`src/rtl/volley_ball_engine_if.sv`:
```
// Game-side bundle for the volleyball engine: player inputs in,
// ball/score/state outputs back to the renderer.
interface volley_ball_engine_if #(
    parameter int COORD_W = 10,
    parameter int SCORE_W = 4
);
    logic               frame_tick;
    logic               start;
    logic               p1_cover;
    logic               p2_cover;
    logic [COORD_W-1:0] p1_pos_x;
    logic [COORD_W-1:0] p1_pos_y;
    logic [COORD_W-1:0] p2_pos_x;
    logic [COORD_W-1:0] p2_pos_y;
    logic [COORD_W-1:0] ball_pos_x;
    logic [COORD_W-1:0] ball_pos_y;
    logic [SCORE_W-1:0] p1_score;
    logic [SCORE_W-1:0] p2_score;
    logic [2:0]         state;
    logic               point_p1;
    logic               point_p2;
    logic               game_over;

    modport master (
        output frame_tick, start, p1_cover, p2_cover,
        output p1_pos_x, p1_pos_y, p2_pos_x, p2_pos_y,
        input  ball_pos_x, ball_pos_y, p1_score, p2_score,
        input  state, point_p1, point_p2, game_over
    );

    modport slave (
        input  frame_tick, start, p1_cover, p2_cover,
        input  p1_pos_x, p1_pos_y, p2_pos_x, p2_pos_y,
        output ball_pos_x, ball_pos_y, p1_score, p2_score,
        output state, point_p1, point_p2, game_over
    );
endinterface

```
`src/rtl/volley_ball_engine.sv`:
```
// Volleyball ball physics plus match FSM (serve/play/point/over).
// Define VOLLEY_DAMPING_EN to damp every reflection to 7/8.
module volley_ball_engine #(
    parameter int COORD_W      = 10,
    parameter int FRAC_W       = 6,
    parameter int SCORE_W      = 4,
    parameter int SCREEN_W     = 320,
    parameter int FLOOR_Y      = 30,
    parameter int NET_X        = 160,
    parameter int NET_HALF_W   = 6,
    parameter int NET_H        = 90,
    parameter int SERVE_Y      = 150,
    parameter int GRAVITY      = 2,
    parameter int HIT_VX       = 192,
    parameter int HIT_VY       = 320,
    parameter int WIN_SCORE    = 7,
    parameter int PAUSE_FRAMES = 60
) (
    input logic                 clk,
    input logic                 rst_n,
    volley_ball_engine_if.slave bus
);
    localparam int PW      = COORD_W + FRAC_W;
    localparam int SW      = PW + 2;
    localparam int ONE     = 1 << FRAC_W;
    localparam int NET_TOP = FLOOR_Y + NET_H;
    localparam int CNT_W   = $clog2(PAUSE_FRAMES + 1);

    localparam logic [2:0] S_IDLE  = 3'd0;
    localparam logic [2:0] S_SERVE = 3'd1;
    localparam logic [2:0] S_PLAY  = 3'd2;
    localparam logic [2:0] S_POINT = 3'd3;
    localparam logic [2:0] S_OVER  = 3'd4;

    localparam logic signed [SW-1:0] FLOOR_FX = SW'(FLOOR_Y * ONE);
    localparam logic signed [SW-1:0] NET_FX   = SW'(NET_X * ONE);
    localparam logic signed [SW-1:0] NET_LO   = SW'((NET_X - NET_HALF_W) * ONE);
    localparam logic signed [SW-1:0] NET_HI   = SW'((NET_X + NET_HALF_W) * ONE);
    localparam logic signed [SW-1:0] TOP_FX   = SW'(NET_TOP * ONE);
    localparam logic signed [SW-1:0] WALL_FX  = SW'((SCREEN_W - 1) * ONE);

    localparam logic [PW-1:0] SRV1_X = PW'((SCREEN_W / 4) * ONE);
    localparam logic [PW-1:0] SRV2_X = PW'((3 * SCREEN_W / 4) * ONE);
    localparam logic [PW-1:0] SRV_Y  = PW'(SERVE_Y * ONE);

    localparam logic [COORD_W-1:0]        HIT_OFS = COORD_W'(30);
    localparam logic signed [COORD_W-1:0] VX_HIT  = COORD_W'(HIT_VX);
    localparam logic signed [COORD_W-1:0] VY_HIT  = COORD_W'(HIT_VY);
    localparam logic signed [COORD_W-1:0] GRAV    = COORD_W'(GRAVITY);
    localparam logic [SCORE_W-1:0]        WIN     = SCORE_W'(WIN_SCORE);
    localparam logic [CNT_W-1:0]          P_LAST  = CNT_W'(PAUSE_FRAMES - 1);

    logic [2:0]                st, st_n;
    logic [PW-1:0]             px, py, px_n, py_n;
    logic signed [COORD_W-1:0] vx, vy, vx_n, vy_n, vy_g;
    logic [SCORE_W-1:0]        s1, s2, s1_n, s2_n;
    logic                      srv, srv_n;
    logic [CNT_W-1:0]          cnt, cnt_n;
    logic                      pt1, pt2, pt1_n, pt2_n;
    logic                      go, go_n;
    logic signed [SW-1:0]      pxs, pys, cx, cy;
    logic [COORD_W-1:0]        h1x, h1y, h2x, h2y;
    logic                      hit1, hit2;

    function automatic logic signed [COORD_W-1:0] refl(
        input logic signed [COORD_W-1:0] v
    );
        logic signed [COORD_W-1:0] n;
        n = -v;
`ifdef VOLLEY_DAMPING_EN
        refl = n - (n >>> 3);
`else
        refl = n;
`endif
    endfunction

    function automatic logic [SCORE_W-1:0] bump(
        input logic [SCORE_W-1:0] s
    );
        bump = (s < WIN) ? s + 1'b1 : s;
    endfunction

    always_comb begin
        vy_g = vy - GRAV;
        pxs  = $signed({2'b00, px});
        pys  = $signed({2'b00, py});
        cx   = pxs + $signed({{(SW-COORD_W){vx[COORD_W-1]}}, vx});
        cy   = pys + $signed({{(SW-COORD_W){vy_g[COORD_W-1]}}, vy_g});
        h1x  = bus.p1_pos_x + HIT_OFS;
        h1y  = bus.p1_pos_y + HIT_OFS;
        h2x  = bus.p2_pos_x - HIT_OFS;
        h2y  = bus.p2_pos_y + HIT_OFS;
    end

    always_comb begin
        st_n  = st;
        px_n  = px;
        py_n  = py;
        vx_n  = vx;
        vy_n  = vy;
        s1_n  = s1;
        s2_n  = s2;
        srv_n = srv;
        cnt_n = cnt;
        go_n  = go;
        pt1_n = 1'b0;
        pt2_n = 1'b0;
        hit1  = 1'b0;
        hit2  = 1'b0;
        case (st)
            S_IDLE: begin
                if (bus.start) begin
                    st_n  = S_SERVE;
                    srv_n = 1'b0;
                    px_n  = SRV1_X;
                    py_n  = SRV_Y;
                    vx_n  = '0;
                    vy_n  = '0;
                    s1_n  = '0;
                    s2_n  = '0;
                end
            end
            S_SERVE: begin
                if (bus.frame_tick) begin
                    hit1 = !srv && bus.p1_cover;
                    hit2 = srv && bus.p2_cover;
                end
            end
            S_PLAY: begin
                if (bus.frame_tick) begin
                    // Simultaneous covers go to the player on the ball's side.
                    if (bus.p1_cover && (!bus.p2_cover || pxs < NET_FX)) begin
                        hit1 = 1'b1;
                    end else if (bus.p2_cover) begin
                        hit2 = 1'b1;
                    end else if (cy <= FLOOR_FX) begin
                        st_n  = S_POINT;
                        cnt_n = '0;
                        if (cx < NET_FX) begin
                            s2_n  = bump(s2);
                            pt2_n = 1'b1;
                            srv_n = 1'b1;
                        end else begin
                            s1_n  = bump(s1);
                            pt1_n = 1'b1;
                            srv_n = 1'b0;
                        end
                    end else if (pxs > NET_LO && pxs < NET_HI &&
                                 pys > TOP_FX && cy <= TOP_FX) begin
                        py_n = TOP_FX[PW-1:0];
                        vy_n = refl(vy);
                    end else if (cx > NET_LO && cx < NET_HI &&
                                 cy > FLOOR_FX && cy <= TOP_FX) begin
                        vx_n = refl(vx);
                        px_n = (pxs < NET_FX) ? NET_LO[PW-1:0]
                                              : NET_HI[PW-1:0];
                    end else if (cx[SW-1] || cx == '0) begin
                        px_n = '0;
                        vx_n = refl(vx);
                    end else if (cx >= WALL_FX) begin
                        px_n = WALL_FX[PW-1:0];
                        vx_n = refl(vx);
                    end else begin
                        px_n = cx[PW-1:0];
                        py_n = cy[PW-1:0];
                        vy_n = vy_g;
                    end
                end
            end
            S_POINT: begin
                if (bus.frame_tick) begin
                    if (cnt == P_LAST) begin
                        cnt_n = '0;
                        if (s1 == WIN || s2 == WIN) begin
                            st_n = S_OVER;
                            go_n = 1'b1;
                        end else begin
                            st_n = S_SERVE;
                            px_n = srv ? SRV2_X : SRV1_X;
                            py_n = SRV_Y;
                            vx_n = '0;
                            vy_n = '0;
                        end
                    end else begin
                        cnt_n = cnt + 1'b1;
                    end
                end
            end
            S_OVER: begin
                if (bus.start) begin
                    st_n  = S_SERVE;
                    srv_n = 1'b0;
                    px_n  = SRV1_X;
                    py_n  = SRV_Y;
                    vx_n  = '0;
                    vy_n  = '0;
                    s1_n  = '0;
                    s2_n  = '0;
                    go_n  = 1'b0;
                end
            end
            default: st_n = S_IDLE;
        endcase
        if (hit1) begin
            st_n = S_PLAY;
            px_n = {h1x, {FRAC_W{1'b0}}};
            py_n = {h1y, {FRAC_W{1'b0}}};
            vx_n = VX_HIT;
            vy_n = VY_HIT;
        end else if (hit2) begin
            st_n = S_PLAY;
            px_n = {h2x, {FRAC_W{1'b0}}};
            py_n = {h2y, {FRAC_W{1'b0}}};
            vx_n = -VX_HIT;
            vy_n = VY_HIT;
        end
    end

    always_ff @(posedge clk or negedge rst_n) begin
        if (!rst_n) begin
            st  <= S_IDLE;
            px  <= SRV1_X;
            py  <= SRV_Y;
            vx  <= '0;
            vy  <= '0;
            s1  <= '0;
            s2  <= '0;
            srv <= 1'b0;
            cnt <= '0;
            pt1 <= 1'b0;
            pt2 <= 1'b0;
            go  <= 1'b0;
        end else begin
            st  <= st_n;
            px  <= px_n;
            py  <= py_n;
            vx  <= vx_n;
            vy  <= vy_n;
            s1  <= s1_n;
            s2  <= s2_n;
            srv <= srv_n;
            cnt <= cnt_n;
            pt1 <= pt1_n;
            pt2 <= pt2_n;
            go  <= go_n;
        end
    end

    assign bus.ball_pos_x = px[PW-1:FRAC_W];
    assign bus.ball_pos_y = py[PW-1:FRAC_W];
    assign bus.p1_score   = s1;
    assign bus.p2_score   = s2;
    assign bus.state      = st;
    assign bus.point_p1   = pt1;
    assign bus.point_p2   = pt2;
    assign bus.game_over  = go;
endmodule
```
`src/flat_wrapper.sv`:
```
// flat-port wrapper written by rule: the top's interface ports become plain ports
module volley_ball_engine_flat 
#(
    parameter int COORD_W      = 10,
    parameter int FRAC_W       = 6,
    parameter int SCORE_W      = 4,
    parameter int SCREEN_W     = 320,
    parameter int FLOOR_Y      = 30,
    parameter int NET_X        = 160,
    parameter int NET_HALF_W   = 6,
    parameter int NET_H        = 90,
    parameter int SERVE_Y      = 150,
    parameter int GRAVITY      = 2,
    parameter int HIT_VX       = 192,
    parameter int HIT_VY       = 320,
    parameter int WIN_SCORE    = 7,
    parameter int PAUSE_FRAMES = 60
)
  (clk, rst_n, bus_frame_tick, bus_start, bus_p1_cover, bus_p2_cover, bus_p1_pos_x, bus_p1_pos_y, bus_p2_pos_x, bus_p2_pos_y, bus_ball_pos_x, bus_ball_pos_y, bus_p1_score, bus_p2_score, bus_state, bus_point_p1, bus_point_p2, bus_game_over);
  volley_ball_engine_if #(.COORD_W(COORD_W), .SCORE_W(SCORE_W)) bus_i ();
  input logic clk;
  input logic rst_n;
  input wire logic [$bits(bus_i.frame_tick)-1:0] bus_frame_tick;
  input wire logic [$bits(bus_i.start)-1:0] bus_start;
  input wire logic [$bits(bus_i.p1_cover)-1:0] bus_p1_cover;
  input wire logic [$bits(bus_i.p2_cover)-1:0] bus_p2_cover;
  input wire logic [$bits(bus_i.p1_pos_x)-1:0] bus_p1_pos_x;
  input wire logic [$bits(bus_i.p1_pos_y)-1:0] bus_p1_pos_y;
  input wire logic [$bits(bus_i.p2_pos_x)-1:0] bus_p2_pos_x;
  input wire logic [$bits(bus_i.p2_pos_y)-1:0] bus_p2_pos_y;
  output wire logic [$bits(bus_i.ball_pos_x)-1:0] bus_ball_pos_x;
  output wire logic [$bits(bus_i.ball_pos_y)-1:0] bus_ball_pos_y;
  output wire logic [$bits(bus_i.p1_score)-1:0] bus_p1_score;
  output wire logic [$bits(bus_i.p2_score)-1:0] bus_p2_score;
  output wire logic [$bits(bus_i.state)-1:0] bus_state;
  output wire logic [$bits(bus_i.point_p1)-1:0] bus_point_p1;
  output wire logic [$bits(bus_i.point_p2)-1:0] bus_point_p2;
  output wire logic [$bits(bus_i.game_over)-1:0] bus_game_over;
  assign bus_i.frame_tick = bus_frame_tick;
  assign bus_i.start = bus_start;
  assign bus_i.p1_cover = bus_p1_cover;
  assign bus_i.p2_cover = bus_p2_cover;
  assign bus_i.p1_pos_x = bus_p1_pos_x;
  assign bus_i.p1_pos_y = bus_p1_pos_y;
  assign bus_i.p2_pos_x = bus_p2_pos_x;
  assign bus_i.p2_pos_y = bus_p2_pos_y;
  assign bus_ball_pos_x = bus_i.ball_pos_x;
  assign bus_ball_pos_y = bus_i.ball_pos_y;
  assign bus_p1_score = bus_i.p1_score;
  assign bus_p2_score = bus_i.p2_score;
  assign bus_state = bus_i.state;
  assign bus_point_p1 = bus_i.point_p1;
  assign bus_point_p2 = bus_i.point_p2;
  assign bus_game_over = bus_i.game_over;
  volley_ball_engine #(.COORD_W(COORD_W), .FRAC_W(FRAC_W), .SCORE_W(SCORE_W), .SCREEN_W(SCREEN_W), .FLOOR_Y(FLOOR_Y), .NET_X(NET_X), .NET_HALF_W(NET_HALF_W), .NET_H(NET_H), .SERVE_Y(SERVE_Y), .GRAVITY(GRAVITY), .HIT_VX(HIT_VX), .HIT_VY(HIT_VY), .WIN_SCORE(WIN_SCORE), .PAUSE_FRAMES(PAUSE_FRAMES)) u_core (.clk(clk), .rst_n(rst_n), .bus(bus_i));
endmodule
```
`config.mk`:
```
export PLATFORM = sky130hd
export DESIGN_NAME = volley_ball_engine_flat
export DESIGN_NICKNAME = d
export VERILOG_FILES = /design/src/rtl/volley_ball_engine_if.sv /design/src/rtl/volley_ball_engine.sv /design/src/flat_wrapper.sv
export SDC_FILE = /design/constraint.sdc
export NUM_CORES = 1
export LEC_CHECK = 0
export BUFFER_PORTS_ARGS = -buffer_cell sky130_fd_sc_hd__buf_2
export CORE_MARGIN = 2
export CORE_UTILIZATION = 55
export DETAILED_ROUTE_END_ITERATION = 6
export PLACE_DENSITY_LB_ADDON = 0.12
export SLEW_MARGIN = 25
export SYNTH_ARGS = -nofsm -noshare
export SYNTH_HDL_FRONTEND = slang
export SYNTH_SLANG_ARGS = --single-unit
```
`constraint.sdc`:
```
create_clock -name clk -period 5.7 [get_ports clk]
set_input_delay 0.57 -clock clk [delete_from_list [all_inputs] [get_ports clk]]
set_output_delay 0.57 -clock clk [all_outputs]
set_load 0.02 [all_outputs]
```
==> flow_metrics.py <==
metrics = {
    "timing": {
        "final.setup.tns_ns": 0,
        "slew_violations": 0,
        "max_slew.worst_pin.slew_ns": 0.939,
        "maxSlewHeadroom": 0.373,
        "final-setup-viol-count": 0,
        "rsz0062_at_grt": "false",
        "fin_skew_ns": 0.00627,
        "finalHoldViolations": 0,
        "fin_crit_sh": 0.881,
        "max_freq_mhz": 199,
        "period_needed_ns": 5.02,
    },
    "layout": {
        "nets": 952,
        "drive_above_1_share": 0.173,
        "syn2layout_area_growth_pct": 10.7,
    },
    "setup_path": {
        "arrival_ns": 5.25,
        "slowest_stage": "a2111oi_0",
        "cp_max_fo": 18,
        "critPathCaptureType": "register",
        "reg2reg_to": "u_core.py[9]",
        "crit_type": "reg -> reg",
        "start_kind": "register",
        "critPathMaxStageDelay_ns": 0.60,
        "cpLargestDelayFamily": "compound AO/OA/AOI/OAI gates",
        "worstPathRequired_ns": 5.92,
        "r2r_start": "u_core.vy[1]",
        "ff2ff_setup_slack_ns": 0.68,
        "cp_num_buf_inv": 1,
        "path_cells": "inv_1 -> ha_1 -> nor3b_1 -> xnor2_1 -> ha_1 -> a2111oi_0 -> a211oi_1 -> o41ai_2 -> xnor2_1 -> nor3_2 -> nand2_1 -> o31a_2 -> o311a_4 -> nor2_8 -> mux2_2",
        "worstSetupPathDepth": 15,
        "r2r_cells": 15,
    },
    "routing": {
        "postRouteWirelength_um": 19500,
        "vias_per_cell": 6.30,
        "dr.pass1.iters": 5,
        "drc_errors": 0,
        "drtIter0Drc": 526,
        "postRouteAntennaNets": 0,
        "wl_per_cell_um": 18.8,
        "vias": 6518,
    },
    "floorplan": {
        "rows": 40,
        "core_um2": 12100,
        "fp.dieW_um": 115,
        "die_h_um": 115,
        "die_area_um2": 13300,
        "num_io_pins": 80,
        "start_util": 0.564,
    },
    "yosys": {
        "yosysWarnings": 0,
        "ys.flop_type": "dfrtp_1",
        "syn-cell-area_um2": 6800,
        "avgSynthCellArea_um2": 8.36,
        "synth_nets": 903,
        "async_reset_ff_frac": 1.00,
        "synth.distinct_cells": 81,
        "synth_enable_flop_cells": 0,
        "synth-seq-cells": 71,
        "yosysSeqAreaShare": 0.262,
        "syn_inst": 813,
    },
    "placement": {
        "io_buffers": 79,
        "dpl.hpwl_um": 14700,
        "gp_congestion": 0.941,
    },
    "clocking": {
        "htreeDepth": 3,
        "hold_buffers": 0,
        "cts_resized": 0,
        "cts_buffers": 9,
        "cts_sinks": 71,
        "post_cts_buffers": 0,
        "clock_latency_ns": 0.34,
        "clk_pin_slew_ns": 0.06,
        "cts_tree": "done",
        "clockBufferDepth": 2,
        "root_buffer": "clkbuf_16",
    },
    "global_routing": {
        "grt_start_max_net_pins": 72,
        "grt_pass1_wl_um": 31100,
        "grt_pass1_vias": 6245,
        "antenna_found_initial": 1,
        "grt_usage": 0.298,
        "grt.overflow.total": 0,
    },
    "run": {
        "max_cap_viol_count": 0,
    },
    "outcome": {
        "status": "finished clean",
    },
    "min_path": {
        "hp-class": "in -> async",
    },
}
## logic make-up after synthesis
| family | synth area share |
|---|---|
| adders and majority gates | 0.0821 |
| DFF | 0.262 |
| AOI/OAI and AO/OA | 0.256 |
| and+or+nand+nor | 0.211 |
| muxes | 0.0386 |
| buffers and inverters | 0.0567 |
| other | 0.000551 |
| xor gates and xnor gates | 0.0925 |
## per-layer routing
| layer | vias to the layer above | track usage | part of all wire |
|---|---|---|---|
| li1 | 3095 | - | - |
| met1 | 3138 | 0.410 | 0.44 |
| met2 | 245 | 0.466 | 0.46 |
| met3 | 40 | 0.0501 | 0.071 |
| met4 | 0 | 0.122 | 0.025 |
| met5 | - | 0 | 0 |
## state kept, by name, summed over array words and instances, names as in the netlist
| name | count |
|---|---|
| u_core.bus.p2_score | 4 |
| u_core.bus.point_p1 | 1 |
| u_core.bus.game_over | 1 |
| u_core.py | 16 |
| u_core.srv | 1 |
| u_core.px | 16 |
| u_core.bus.state | 3 |
| u_core.cnt | 6 |
| u_core.vy | 9 |
| u_core.vx | 9 |
| u_core.bus.p1_score | 4 |
| u_core.bus.point_p2 | 1 |
## synth_stat cells, types with 5 or more instances
cell       number  area (um2)
a221oi_1        7        61.3
ha_1           43         538
a22oi_1         8        60.1
dfrtp_1        65        1630
o211ai_1        5        37.5
a2111oi_0       6        52.6
a211o_1        11        96.3
nand2_1        87         327
dfstp_2         6         158
nor3b_1         7        52.6
a22o_1          8        70.1
inv_1          28         105
buf_4          20         150
nor2_1         59         221
o21a_1          6        45.0
a31oi_1         9        56.3
nor2b_1         7        43.8
o21ai_1         5        25.0
and2_1         10        62.6
and3_1         18         113
or4_1           6        45.0
nor4_1          5        31.3
mux2i_1         9        90.1
xnor2_1        53         464
a21oi_1        46         230
nand4_1        11        68.8
a211oi_1        7        52.6
xor2_1         17         149
nand3_1        24         120
mux2_2         10         113
a21o_1         12        90.1
clkbuf_1       21        78.8
nor3_1         21         105
nand2b_1        9        56.3
o21ai_0        50         250
o31ai_1         9        67.6
a31o_2          6        52.6
## how the worst max path moves through the flow
stage,from,to,slack [ns]
2_1_floorplan,u_core.vy[3],u_core.py[2],0.95
3_5_place_dp,u_core.vy[1],u_core.py[9],0.75
4_1_cts,u_core.vy[1],u_core.py[9],0.73
3_3_place_gp,u_core.vy[1],u_core.py[14],0.89
6_report,u_core.vy[1],u_core.py[9],0.68
5_1_grt,u_core.vy[1],u_core.py[11],0.36
## final cells by class
type	instances	area (um2)
repair buffers	85	444
flip-flops and latches	71	1780
fillers	1080	4530
inverters	28	105
clock inverters	5	106
multi-input cells	667	4640
diodes	1	2.50
clock buffers	10	239
well taps	168	210
## placed cells by master (no fill, tap or decap), types with 12 or more instances in the layout
cell type,netlist,final
ha_1,43,43
inv_1,28,28
dfrtp_1,65,65
buf_2,4,79
o21ai_0,50,49
xnor2_1,53,53
a21oi_1,46,46
nor2_1,59,59
nor3_1,21,21
nand2_1,87,87
nand3_1,24,24
xor2_1,17,17
a21o_1,12,12
and3_1,18,18
## stage by stage
| step | hold slack [ns] | util | worst slack [ns] | std cells | area, um2 |
|---|---|---|---|---|---|
| floorplan | 0.274 | - | 0.949 | 813 | 6800 |
| finish | 0.348 | 0.624 | 0.678 | 1035 | 7530 |
| CTS | 0.484 | 0.624 | 0.731 | 1034 | 7520 |
| global placement | 0.455 | 0.595 | 0.892 | 1019 | 7180 |
| global route | 0.417 | 0.624 | 0.360 | 1034 | 7530 |
| detailed placement | 0.473 | 0.595 | 0.754 | 1019 | 7180 |
Power is not shown: default switching activity piles up to over one toggle a cycle in this logic, so the estimate is an artifact.
